$ cat src/rtl/bet_sequencer.sv
// bet_sequencer
// Initiator side of the lottery bet-checking interface. Collects a 4-number
// bet over a valid/ready handshake and rejects it if any two numbers are
// equal. A good bet is driven onto B1..B4, then stepped through the checker
// with a number/Set strobe for each index. Completed bets are counted.
//
// Ports:
//   clk, reset           clock, asynchronous active-high reset
//   in_valid, in_num     entry source beat (5-bit number)
//   in_ready             block accepts a beat this cycle (COLLECT only)
//   cancel               discards a partially entered bet (COLLECT only)
//   B1..B4               bet numbers driven to the checker
//   Set, number          checker strobe and index of the number being checked
//   RD_ERR               bet rejected because of duplicate numbers
//   busy                 high in CHECK, DRIVE and ERROR
//   done                 one-cycle pulse when a bet completes
//   bet_count            completed bets, saturating at 1023
module bet_sequencer #(
    parameter int SET_GAP  = 1,
    parameter int ERR_HOLD = 4
) (
    input  logic       clk,
    input  logic       reset,
    input  logic       in_valid,
    input  logic [4:0] in_num,
    output logic       in_ready,
    input  logic       cancel,
    output logic [4:0] B1,
    output logic [4:0] B2,
    output logic [4:0] B3,
    output logic [4:0] B4,
    output logic       Set,
    output logic [1:0] number,
    output logic       RD_ERR,
    output logic       busy,
    output logic       done,
    output logic [9:0] bet_count
);

    typedef enum logic [2:0] {
        ST_COLLECT = 3'd0,
        ST_CHECK   = 3'd1,
        ST_DRIVE   = 3'd2,
        ST_DONE    = 3'd3,
        ST_ERROR   = 3'd4
    } state_t;

    typedef enum logic [1:0] {
        PH_SETUP  = 2'd0,
        PH_ASSERT = 2'd1,
        PH_GAP    = 2'd2
    } phase_t;

    // Terminal values of the shared cycle counter for GAP and ERROR.
    localparam logic [3:0] GAP_LAST = 4'(SET_GAP - 1);
    localparam logic [3:0] ERR_LAST = 4'(ERR_HOLD - 1);

    state_t     state_r, state_s;
    phase_t     phase_r, phase_s;
    logic [1:0] idx_r, idx_s;
    logic [3:0] cnt_r, cnt_s;
    logic [1:0] k_r;
    logic [4:0] slot_r [4];

    // True when any of the six number pairs match.
    function automatic logic has_dup(input logic [4:0] a, input logic [4:0] b,
                                     input logic [4:0] c, input logic [4:0] d);
        return (a == b) || (a == c) || (a == d) ||
               (b == c) || (b == d) || (c == d);
    endfunction

    // Next-state logic for the sequencer FSM and its DRIVE sub-phases.
    always_comb begin
        state_s = state_r;
        phase_s = phase_r;
        idx_s   = idx_r;
        cnt_s   = cnt_r;
        case (state_r)
            ST_COLLECT: begin
                // cancel wins over the accept of a 4th beat
                if (!cancel && in_valid && (k_r == 2'd3)) begin
                    state_s = ST_CHECK;
                end else begin
                    state_s = ST_COLLECT;
                end
            end
            ST_CHECK: begin
                cnt_s = 4'd0;
                if (has_dup(slot_r[0], slot_r[1], slot_r[2], slot_r[3])) begin
                    state_s = ST_ERROR;
                end else begin
                    state_s = ST_DRIVE;
                    phase_s = PH_SETUP;
                    idx_s   = 2'd0;
                end
            end
            ST_DRIVE: begin
                case (phase_r)
                    PH_SETUP:  phase_s = PH_ASSERT;
                    PH_ASSERT: begin
                        phase_s = PH_GAP;
                        cnt_s   = 4'd0;
                    end
                    PH_GAP: begin
                        if (cnt_r == GAP_LAST) begin
                            phase_s = PH_SETUP;
                            if (idx_r == 2'd3) begin
                                state_s = ST_DONE;
                            end else begin
                                idx_s = idx_r + 2'd1;
                            end
                        end else begin
                            cnt_s = cnt_r + 4'd1;
                        end
                    end
                    default:   phase_s = PH_SETUP;
                endcase
            end
            ST_DONE:  state_s = ST_COLLECT;
            ST_ERROR: begin
                if (cnt_r == ERR_LAST) begin
                    state_s = ST_COLLECT;
                end else begin
                    cnt_s = cnt_r + 4'd1;
                end
            end
            default:  state_s = ST_COLLECT;
        endcase
    end

    // State, slot storage and registered outputs (outputs decode the next state).
    always_ff @(posedge clk or posedge reset) begin
        if (reset) begin
            state_r   <= ST_COLLECT;
            phase_r   <= PH_SETUP;
            idx_r     <= 2'd0;
            cnt_r     <= 4'd0;
            k_r       <= 2'd0;
            for (int i = 0; i < 4; i++) begin
                slot_r[i] <= 5'd0;
            end
            in_ready  <= 1'b1;
            B1        <= 5'd0;
            B2        <= 5'd0;
            B3        <= 5'd0;
            B4        <= 5'd0;
            Set       <= 1'b0;
            number    <= 2'd0;
            RD_ERR    <= 1'b0;
            busy      <= 1'b0;
            done      <= 1'b0;
            bet_count <= 10'd0;
        end else begin
            state_r <= state_s;
            phase_r <= phase_s;
            idx_r   <= idx_s;
            cnt_r   <= cnt_s;

            if (state_r == ST_COLLECT) begin
                if (cancel) begin
                    k_r <= 2'd0;
                end else if (in_valid) begin
                    slot_r[k_r] <= in_num;
                    k_r         <= k_r + 2'd1;
                end
            end else if ((state_r == ST_DONE) || (state_r == ST_ERROR)) begin
                k_r <= 2'd0;
            end

            // B outputs only change when a checked bet enters DRIVE
            if ((state_r == ST_CHECK) && (state_s == ST_DRIVE)) begin
                B1 <= slot_r[0];
                B2 <= slot_r[1];
                B3 <= slot_r[2];
                B4 <= slot_r[3];
            end

            // number moves at SETUP entry, a full cycle ahead of Set
            if (state_s == ST_DRIVE) begin
                number <= idx_s;
            end

            in_ready <= (state_s == ST_COLLECT);
            Set      <= (state_s == ST_DRIVE) && (phase_s == PH_ASSERT);
            RD_ERR   <= (state_s == ST_ERROR);
            busy     <= (state_s == ST_CHECK) || (state_s == ST_DRIVE) ||
                        (state_s == ST_ERROR);
            done     <= (state_s == ST_DONE);

            if ((state_s == ST_DONE) && (bet_count != 10'd1023)) begin
                bet_count <= bet_count + 10'd1;
            end
        end
    end

endmodule

$ cat config.mk
export PLATFORM = sky130hd
export DESIGN_NAME = bet_sequencer
export DESIGN_NICKNAME = d
export VERILOG_FILES = /design/src/rtl/bet_sequencer.sv
export SDC_FILE = /design/constraint.sdc
export NUM_CORES = 1
export LEC_CHECK = 0
export ABC_AREA = 1
export BUFFER_PORTS_ARGS = -buffer_cell sky130_fd_sc_hd__buf_2
export CAP_MARGIN = 25
export CORE_MARGIN = 4
export CORE_UTILIZATION = 45
export DETAILED_ROUTE_END_ITERATION = 6
export HOLD_SLACK_MARGIN = 0.03
export PLACE_DENSITY = 0.74
export SKIP_LAST_GASP = 1
export SYNTH_ARGS = -nofsm -noshare
export SYNTH_HDL_FRONTEND = slang
export SYNTH_SLANG_ARGS = --single-unit
export TNS_END_PERCENT = 5
$ cat constraint.sdc
create_clock -name clk -period 2.25 [get_ports clk]
set_input_delay 0.1125 -clock clk [delete_from_list [all_inputs] [get_ports clk]]
set_output_delay 0.1125 -clock clk [all_outputs]
set_load 0.05 [all_outputs]
---- Word-level counts from Yosys, hierarchy flattened ----
Cells that the tools add are included.
word-level totals
  bits in writable memories ............... 0
  input port bits ......................... 9
  latch bits .............................. 0
  memories kept ........................... 0
  word-level logic and storage cells ...... 104
  ROM bits ................................ 0
  bits in registers ....................... 70
  output and inout bits ................... 37
operators by class
  muxes and demuxes ....................... 27
  add/subtract/negate cells ............... 4
  shift operators ......................... 0
  equal/unequal tests ..................... 25
  div/mod/pow operators ................... 0
  multipliers ............................. 0
  reductions and logical operators ........ 24
  magnitude comparators ................... 2
  bitwise gates (word level) .............. 2
operators by type and width
  cell                   number
  $eq 5x5->1             6
  $bwmux 20              1
  $mux 2                 10
  $mux 3                 5
  $eq 3x2->1 const B     4
  $pmux 3 s4             1
  $pmux 4 s3             1
  $add 10x1->10 const B  1
  $demux 5 s2            1
  $ne 10x10->1 const B   1
  $logic_or 1x1->1       8
  $mux 4                 2
  $pmux 2 s2             2
  $pmux 4 s2             1
  $eq 2x2->1 const B     3
  $eq 3x1->1 const B     2
  $eq 3x3->1 const B     2
  $logic_and 1x1->1      6
  $logic_not 3->1        2
  $ne 3x3->1 const B     2
  $pmux 2 s3             1
  $mux 5                 1
  $add 2x1->2 const B    2
  $add 4x1->4 const B    1
  other kinds (17)       18

---- Depth between registers and ports, before layout ----
Gate-level depths: netlist (run 1).
  depth in word-level cells ............... 11
  gate-level depth with buffers ........... 13

---- Worst setup path after synthesis (run 1) ----
Ideal clock, no wire load.
  path type ............................... flip-flop to flip-flop
  from .................................... reg bet_count[1]
  to ...................................... reg bet_count[6]
  setup slack ............................. 0.409 ns
  setup time .............................. 0.145 ns
  data required time ...................... 2.105 ns
  period minus slack after synthesis ...... 1.841 ns
  stages on the path, launching flop included .. 8
  arrival ................................. 1.696 ns
  cells stage by stage .................... dfrtp_1 -> ha_1 -> nand4_1 -> nor3b_1 -> nand3_1 -> nand2_4 -> nor2_1 -> xor2_1
between the ends
  word-level cells in the longest chain between the ends .. 2
  elaborated cells between the ends (all ways) .. 3
ends and longest elaborated chain
  item                                                   RTL line  RTL
  start: declaration                                     37        output logic [9:0] bet_count
  start signal: assignment                               191       bet_count <= bet_count + 10'd1;
  branches (longest 2 deep; another with $add 10x1->10)  --
Parallel ways; which one is timed is not known.
A chain may end at the register's enable or synchronous reset.

---- Final worst setup path (run 1) ----
  from .................................... reg slot_r[5] (netlist name)
  to ...................................... reg B1[4]
between the ends
  word-level cells in the longest chain between the ends .. 10
  elaborated cells between the ends (all ways) .. 12
ends and longest elaborated chain
  item                              RTL line  RTL
  start: declaration                63        logic [4:0] slot_r [4];
  start signal: indexed assignment  163       slot_r[k_r] <= in_num;
  $eq 5x5->1                        68        return (a == b) || (a == c) || (a == d) ||
  $logic_or 1x1->1 (3 in a row)     68
  $logic_or 1x1->1                  69        (b == c) || (b == d) || (c == d);
  $logic_or 1x1->1 *                69
  $mux 3 *                          89        if (has_dup(slot_r[0], slot_r[1], slot_r[2], slot_r[3])) begin
  $pmux 3 s4 *                      78        case (state_r)
  $eq 3x2->1 *                      171       if ((state_r == ST_CHECK) && (state_s == ST_DRIVE)) begin
  $logic_and 1x1->1 *               171
  end signal: assignment            172       B1 <= slot_r[0];
  end: declaration                  28        output logic [4:0] B1,
Every way passes the cells marked *; elsewhere a longest branch is shown, timed or not.

==> flow_results.xml, run 1 <==
<?xml version="1.0" encoding="UTF-8"?>
<metrics>
  <group name="worst_setup_path">
    <metric name="timing.setup.critical_path_class" unit="">reg2reg</metric>
    <metric name="max_stage_delay" unit="ns">0.49</metric>
    <metric name="worst_path_dominant_cell_family" unit="">simple AND/OR/NAND/NOR gates</metric>
    <metric name="slowest_stage" unit="">sky130_fd_sc_hd__dfrtp_1</metric>
    <metric name="cp.arrival" unit="ns">2.08</metric>
    <metric name="cp_max_fo" unit="">23</metric>
    <metric name="critPathRequiredTime" unit="ns">2.47</metric>
    <metric name="path_buf_inv" unit="">2</metric>
    <metric name="worst_setup_path_end_kind" unit="">register</metric>
    <metric name="worst_setup_path_start_kind" unit="">register</metric>
    <metric name="worstPathCellList" unit="">nand2_1 -&gt; inv_1 -&gt; nor2_1 -&gt; nor2_1 -&gt; nand3_1 -&gt; nand2_2 -&gt; nor2_4 -&gt; nand3_4 -&gt; buf_4 -&gt; nand2_1 -&gt; o21ai_0</metric>
  </group>
  <group name="run_status">
    <metric name="outcome" unit="">complete, no violations</metric>
  </group>
  <group name="global_routing">
    <metric name="grt_antenna_before_repair" unit="">0</metric>
    <metric name="grt.met2_usage" unit="%">24.9</metric>
    <metric name="busiest_layer" unit="">met2</metric>
    <metric name="grt_overflow_total" unit="">0</metric>
    <metric name="grt_max_degree" unit="">38</metric>
    <metric name="first_global_vias" unit="">2796</metric>
    <metric name="gr-usage-met1" unit="%">23.9</metric>
    <metric name="first_pass_grt_wire_length" unit="um">13200</metric>
    <metric name="groute.usage.overall" unit="%">16.8</metric>
    <metric name="grt_use_met3" unit="%">3.88</metric>
  </group>
  <group name="floorplanning">
    <metric name="chipWidth" unit="um">97.7</metric>
    <metric name="core_region_area" unit="um^2">7770</metric>
    <metric name="initial_utilization" unit="%">46.6</metric>
    <metric name="dieHeight" unit="um">97.7</metric>
    <metric name="floorplan.die_area" unit="um^2">9550</metric>
    <metric name="floorplan.io_pins" unit="">46</metric>
    <metric name="placementRows" unit="">32</metric>
  </group>
  <group name="sta">
    <metric name="finalClockSkew" unit="ns">0.0141</metric>
    <metric name="finalWorstPathRequiredPeriod" unit="ns">1.86</metric>
    <metric name="finalWorstSetupSlack" unit="ns">0.389</metric>
    <metric name="final_max_slew_viol_count" unit="">0</metric>
    <metric name="max_freq" unit="GHz">0.537</metric>
    <metric name="hold_viol_final" unit="">0</metric>
    <metric name="worst_pin_slew" unit="ns">0.715</metric>
    <metric name="grt_setup_unrepaired" unit="">no</metric>
    <metric name="final_worst_path_period_share" unit="%">82.7</metric>
    <metric name="setup-violations-final" unit="">0</metric>
    <metric name="slew_headroom" unit="%">52.3</metric>
    <metric name="setup_tns" unit="ns">0</metric>
  </group>
  <group name="power_and_ir_drop">
    <metric name="totalPowerFinal" unit="mW">4.75</metric>
    <metric name="share_clk_of_total_power" unit="%">20.6</metric>
    <metric name="vdd.ir_drop.worst" unit="V">0.000446</metric>
    <metric name="netSwitchingFraction" unit="%">43.7</metric>
    <metric name="p_sw" unit="mW">2.07</metric>
    <metric name="cellPowerDensity" unit="nW/um^2">1150</metric>
    <metric name="pwr-share-seq" unit="%">39.8</metric>
    <metric name="p_leak" unit="nW">2.25</metric>
    <metric name="combinational_share_of_power" unit="%">39.6</metric>
    <metric name="p_int" unit="mW">2.68</metric>
  </group>
  <group name="routing">
    <metric name="drc_errors" unit="">0</metric>
    <metric name="finalWirelength" unit="um">7460</metric>
    <metric name="final_antenna_net_count" unit="">0</metric>
    <metric name="route.detailed.wl_per_inst" unit="um">12.2</metric>
    <metric name="drt_iter0_drc" unit="">186</metric>
    <metric name="route.detailed.vias_per_inst" unit="">4.78</metric>
    <metric name="routed-via-count" unit="">2918</metric>
    <metric name="drt_pre_antenna_iters" unit="">4</metric>
  </group>
  <group name="final_layout">
    <metric name="layout.cells.most_common_list" unit="">sky130_fd_sc_hd__nand2_1, sky130_fd_sc_hd__dfrtp_1, sky130_fd_sc_hd__inv_1</metric>
    <metric name="num-fill-cells" unit="">722</metric>
    <metric name="layout-drive-gt1-share" unit="%">17.9</metric>
    <metric name="num-nets-final" unit="">522</metric>
    <metric name="syn_to_final_growth" unit="%">14.5</metric>
    <metric name="most_common_cell_after_layout_fill_and_taps_aside" unit="">sky130_fd_sc_hd__nand2_1</metric>
    <metric name="insertedDiodeCount" unit="">0</metric>
  </group>
  <group name="logic_synthesis">
    <metric name="ys_ff_latch" unit="">70</metric>
    <metric name="syn_inst" unit="">451</metric>
    <metric name="yosys_warnings" unit="">0</metric>
    <metric name="postSynth.asyncResetShare" unit="%">100</metric>
    <metric name="synthDistinctLibCells" unit="">33</metric>
    <metric name="synthFlopType" unit="">sky130_fd_sc_hd__dfrtp_1</metric>
    <metric name="avgSynthCellArea" unit="um^2">8.03</metric>
    <metric name="post_synthesis_sequential_area_ratio" unit="%">48.4</metric>
    <metric name="synthesis.nets" unit="">469</metric>
    <metric name="mappedNetlistArea" unit="um^2">3620</metric>
    <metric name="synth_enable_flop_cells" unit="">0</metric>
  </group>
  <group name="clocking">
    <metric name="cts_inserted_buffers" unit="">9</metric>
    <metric name="cells_resized_by_post_cts_repair" unit="">0</metric>
    <metric name="clock_tree.root_cell" unit="">sky130_fd_sc_hd__clkbuf_8</metric>
    <metric name="htree_num_levels" unit="">3</metric>
    <metric name="cts_tree" unit="">done</metric>
    <metric name="cts_buffer_depth" unit="">2</metric>
    <metric name="tritoncts_num_sinks" unit="">70</metric>
    <metric name="clkSlewWorstSetupHoldPaths" unit="ns">0.07</metric>
    <metric name="clock_latency" unit="ns">0.35</metric>
  </group>
  <group name="placement">
    <metric name="port_buffers" unit="">45</metric>
    <metric name="dp.final_hpwl" unit="um">5650</metric>
    <metric name="gp_congestion" unit="">0.918</metric>
    <metric name="post-place-ws" unit="ns">0.420</metric>
  </group>
  <group name="worst_hold_path">
    <metric name="timing.hold.worst.class" unit="">in2reg</metric>
  </group>
  <group name="flow_run">
    <metric name="cap_viol_max_count" unit="">0</metric>
  </group>
</metrics>
==> tightest hold or removal path, stage by stage <==
cell and delay (ns):
sky130_fd_sc_hd__buf_2 0.09, sky130_fd_sc_hd__inv_1 0.08, sky130_fd_sc_hd__o21ai_0 0.09
==> logic make-up after synthesis <==
kind of cell             count (synthesis)  share of synthesized area (%)
XOR/XNOR                                16                           3.87
AND/OR/NAND/NOR                        233                           28.7
AO/OA/AOI/OAI                           55                           7.67
adder cells (fa/ha/maj)                  9                           3.11
flip-flops                              70                           48.4
buffers and inverters                   68                           8.26
==> metal layers <==
metal | wire, um | part of all wire [%]
met1 | 3490 | 47
met2 | 3350 | 45
met3 | 512 | 6.9
met4 | 105 | 1.4
met5 | 0 | 0
==> cell usage after synthesis (all sizes together) (3+ instances only) <==
cell,instances,area (um^2)
a21oi,3,15.0
dfrtp,69,1730
nor2,32,148
inv,60,230
ha,9,113
buf,6,60.1
nand3,25,148
xor2,8,70.1
o21ai,51,255
xnor2,8,70.1
nor3b,3,27.5
nand4,3,18.8
nand2,161,622
nor3,6,41.3
==> sequential cells by signal, indices dropped and copies added, names as in the netlist, 2 cells and up <==
name,cells
bet_count,10
B2,5
cnt_r,4
B3,5
number,2
phase_r,2
state_r,3
B1,5
B4,5
idx_r,2
k_r,2
slot_r,20
==> power by group through the flow <==
stage                     Combinational [mW]  Clock (mW)  Sequential [mW]
after floorplan                         1.36           0             2.00
after global placement                  1.84           0             1.89
after detailed placement                1.88           0             1.90
after CTS                               1.89        1.01             1.88
after global routing                    2.16        1.07             1.94
final                                   1.88       0.979             1.89
==> metrics by stage <==
stage | hold WS, ns | area, um^2 | util [%] | std cells
2_1_floorplan | 0.299 | 3620 | - | 451
3_3_place_gp | 0.264 | 3950 | 50.8 | 594
3_5_place_dp | 0.273 | 3950 | 50.8 | 594
4_1_cts | 0.0607 | 4150 | 53.4 | 611
5_1_grt | 0.0770 | 4150 | 53.4 | 611
6_report | 0.0718 | 4150 | 53.4 | 611
==> cell type report <==
class                      instances  area, um^2  share of cell area [%]
sequential                        70        1750                    42.3
multi-input combinational        313        1570                    37.9
timing repair buffer              49         270                    6.52
inverter                          61         235                    5.67
clock buffer                      10         128                    3.08
tap                              102         128                    3.08
clock inverter                     6        62.6                    1.51
==> timing repair <==
action                     4_1_cts  5_1_grt
setup endpoints to repair        0        0
hold buffers                     1        0
hold endpoints to repair        33        0
buffers inserted                 0        0
==> worst paths after layout <==
path	to	cells past startpoint	start	slack, ns
max in group asynchronous	in_ready	4	reset	1.11
min in group asynchronous	bet_count[9]	3	reset	0.43
worst max register to register	B1[4]	11	slot_r[5]	0.39
worst min-delay path	slot_r[19]	3	in_num[4]	0.07
worst max-delay path	B1[4]	11	slot_r[5]	0.39
worst min register to register	B4[0]	2	B4[0]	0.48
(Power assumes the default switching activity.)
==> run 2, diff against run 1 <==
==> constraint.sdc (replaced) <==
create_clock -name clk -period 1.9 [get_ports clk]
set_input_delay 0.095 -clock clk [delete_from_list [all_inputs] [get_ports clk]]
set_output_delay 0.095 -clock clk [all_outputs]
set_load 0.05 [all_outputs]
==> run 2 against run 1 <==
Clock power up 34%; critical path type unchanged; power is 22% higher; highest routed layer unchanged; worst setup slack worse by 0.23 ns; global-route usage shrank 0.24 points; largest power group unchanged; hold slack worse by 0.0068 ns; flip-flop and latch count is the same.
==> flow_results.xml, run 2 (synthesis results as in run 1) <==
<?xml version="1.0" encoding="UTF-8"?>
<metrics>
  <group name="run_status">
    <metric name="outcome" unit="">complete, no violations</metric>
  </group>
  <group name="power_and_ir_drop">
    <metric name="share_clk_of_total_power" unit="%">22.6</metric>
    <metric name="pwr-share-seq" unit="%">39.0</metric>
    <metric name="cellPowerDensity" unit="nW/um^2">1370</metric>
    <metric name="p_leak" unit="nW">2.28</metric>
    <metric name="p_int" unit="mW">3.34</metric>
    <metric name="totalPowerFinal" unit="mW">5.79</metric>
    <metric name="combinational_share_of_power" unit="%">38.4</metric>
    <metric name="p_sw" unit="mW">2.44</metric>
    <metric name="netSwitchingFraction" unit="%">42.2</metric>
    <metric name="vdd.ir_drop.worst" unit="V">0.000474</metric>
  </group>
  <group name="sta">
    <metric name="setup-violations-final" unit="">0</metric>
    <metric name="finalWorstPathRequiredPeriod" unit="ns">1.74</metric>
    <metric name="hold_viol_final" unit="">0</metric>
    <metric name="worst_pin_slew" unit="ns">0.466</metric>
    <metric name="final_worst_path_period_share" unit="%">91.8</metric>
    <metric name="slew_headroom" unit="%">68.7</metric>
    <metric name="finalClockSkew" unit="ns">0.00743</metric>
    <metric name="max_freq" unit="GHz">0.573</metric>
    <metric name="post_route_worst_hold_slack" unit="ns">0.0649</metric>
    <metric name="final_max_slew_viol_count" unit="">0</metric>
    <metric name="finalWorstSetupSlack" unit="ns">0.155</metric>
  </group>
  <group name="final_layout">
    <metric name="num-fill-cells" unit="">748</metric>
    <metric name="largest_registers" unit="">slot_r: 20 flops, bet_count: 10 flops</metric>
    <metric name="finish.cell_count_without_fillers" unit="">612</metric>
    <metric name="top_register" unit="">slot_r</metric>
    <metric name="largest_register_ff_count" unit="">20</metric>
    <metric name="final_design_area_no_fill" unit="um^2">4210</metric>
    <metric name="num-nets-final" unit="">523</metric>
    <metric name="insertedDiodeCount" unit="">0</metric>
    <metric name="most_common_cell_after_layout_fill_and_taps_aside" unit="">sky130_fd_sc_hd__nand2_1</metric>
    <metric name="layout.cells.most_common_list" unit="">sky130_fd_sc_hd__nand2_1, sky130_fd_sc_hd__dfrtp_1, sky130_fd_sc_hd__inv_1</metric>
    <metric name="syn_to_final_growth" unit="%">16.2</metric>
    <metric name="layout-drive-gt1-share" unit="%">18.4</metric>
  </group>
  <group name="floorplanning">
    <metric name="core_region_area" unit="um^2">7770</metric>
    <metric name="floorplan.die_area" unit="um^2">9550</metric>
    <metric name="chipWidth" unit="um">97.7</metric>
    <metric name="initial_utilization" unit="%">46.6</metric>
    <metric name="dieHeight" unit="um">97.7</metric>
    <metric name="floorplan.io_pins" unit="">46</metric>
    <metric name="placementRows" unit="">32</metric>
  </group>
  <group name="global_routing">
    <metric name="grt_antenna_before_repair" unit="">0</metric>
    <metric name="grt_max_degree" unit="">71</metric>
    <metric name="first_pass_grt_wire_length" unit="um">13000</metric>
    <metric name="first_global_vias" unit="">2820</metric>
    <metric name="groute.usage.overall" unit="%">16.6</metric>
    <metric name="grt_overflow_total" unit="">0</metric>
  </group>
  <group name="placement">
    <metric name="place.detailed.instances" unit="">595</metric>
    <metric name="port_buffers" unit="">45</metric>
    <metric name="gp_congestion" unit="">0.980</metric>
    <metric name="dp.final_hpwl" unit="um">5570</metric>
    <metric name="post-place-ws" unit="ns">0.107</metric>
    <metric name="postPlaceCellArea" unit="um^2">3970</metric>
  </group>
  <group name="clocking">
    <metric name="cts_buffer_depth" unit="">2</metric>
    <metric name="cts_inserted_buffers" unit="">9</metric>
    <metric name="tritoncts_num_sinks" unit="">70</metric>
    <metric name="htree_num_levels" unit="">3</metric>
    <metric name="clock_tree.root_cell" unit="">sky130_fd_sc_hd__clkbuf_8</metric>
    <metric name="clock_latency" unit="ns">0.34</metric>
    <metric name="cts_tree" unit="">done</metric>
    <metric name="clkSlewWorstSetupHoldPaths" unit="ns">0.07</metric>
  </group>
  <group name="routing">
    <metric name="finalWirelength" unit="um">7460</metric>
    <metric name="drc_errors" unit="">0</metric>
    <metric name="routed-via-count" unit="">2949</metric>
    <metric name="route.detailed.wl_per_inst" unit="um">12.2</metric>
    <metric name="drt_iter0_drc" unit="">179</metric>
    <metric name="route.detailed.vias_per_inst" unit="">4.82</metric>
    <metric name="final_antenna_net_count" unit="">0</metric>
    <metric name="drt_pre_antenna_iters" unit="">5</metric>
  </group>
  <group name="worst_hold_path">
    <metric name="timing.hold.worst.class" unit="">in2reg</metric>
  </group>
  <group name="worst_setup_path">
    <metric name="cp_max_fo" unit="">8</metric>
    <metric name="critPathRequiredTime" unit="ns">2.09</metric>
    <metric name="timing.setup.critical_path_class" unit="">reg2reg</metric>
    <metric name="worst_setup_path_end_kind" unit="">register</metric>
    <metric name="worst_setup_path_start_kind" unit="">register</metric>
    <metric name="cp.arrival" unit="ns">1.94</metric>
  </group>
  <group name="flow_run">
    <metric name="cap_viol_max_count" unit="">0</metric>
  </group>
</metrics>
==> run 2: worst max-delay path, stage by stage, from the launching register on <==
cell and delay, ns:
sky130_fd_sc_hd__dfrtp_1 0.50, sky130_fd_sc_hd__or2_1 0.25, sky130_fd_sc_hd__nand2_1 0.06, sky130_fd_sc_hd__nand2_1 0.07, sky130_fd_sc_hd__nor2_2 0.15, sky130_fd_sc_hd__nor2_2 0.07, sky130_fd_sc_hd__nand3_4 0.12, sky130_fd_sc_hd__nand2_1 0.14
sky130_fd_sc_hd__nand2_2 0.14, sky130_fd_sc_hd__nand4_1 0.10
==> run 2: final timing paths <==
path,from,endpoint,slack [ns],cells after the start
max reg2reg,slot_r[5],busy,0.16,9
max in group asynchronous,reset,in_ready,1.20,4
min reg2reg,B4[0],B4[0],0.48,2
max,slot_r[5],busy,0.16,9
min,in_num[0],slot_r[5],0.06,3
min in group asynchronous,reset,bet_count[8],0.35,4
==> run 2: power by group through the flow <==
| stage | clock (mW) | sequential, mW | combinational (mW) |
|---|---|---|---|
| 6_report | 1.31 | 2.26 | 2.22 |
| 5_1_grt | 1.42 | 2.31 | 2.54 |
| 4_1_cts | 1.35 | 2.24 | 2.23 |
| 3_5_place_dp | 0 | 2.26 | 2.22 |
| 3_3_place_gp | 0 | 2.24 | 2.18 |
| 2_1_floorplan | 0 | 2.37 | 1.61 |
==> run 2: final cells by class <==
class	instances	area [um^2]	area share, %
clock buffer	10	138	3.27
timing repair buffer	50	290	6.89
tap	102	128	3.03
inverter	61	235	5.59
sequential	70	1750	41.6
multi-input combinational	313	1580	37.6
clock inverter	6	85.1	2.02
==> run 2: through the flow <==
step	utilization [%]	setup TNS [ns]
6_report	54.2	0
5_1_grt	54.2	-0.00574
4_1_cts	54.1	0
3_5_place_dp	51.1	0
3_3_place_gp	51.1	0
2_1_floorplan	-	0
==> run 2: routing by layer <==
layer	track usage [%]	up-vias	routed length [um]
li1	-	1524	-
met1	23.5	1349	3640
met2	25.0	65	3360
met3	3.16	11	323
met4	7.03	0	140
met5	0	-	0
==> run 2: repair_timing <==
| action | CTS | global route |
|---|---|---|
| setup endpoints to repair | 0 | 10 |
| hold buffers | 1 | 0 |
| resized for setup | 0 | 2 |
| hold endpoints to repair | 69 | 0 |
| buffers inserted | 0 | 0 |
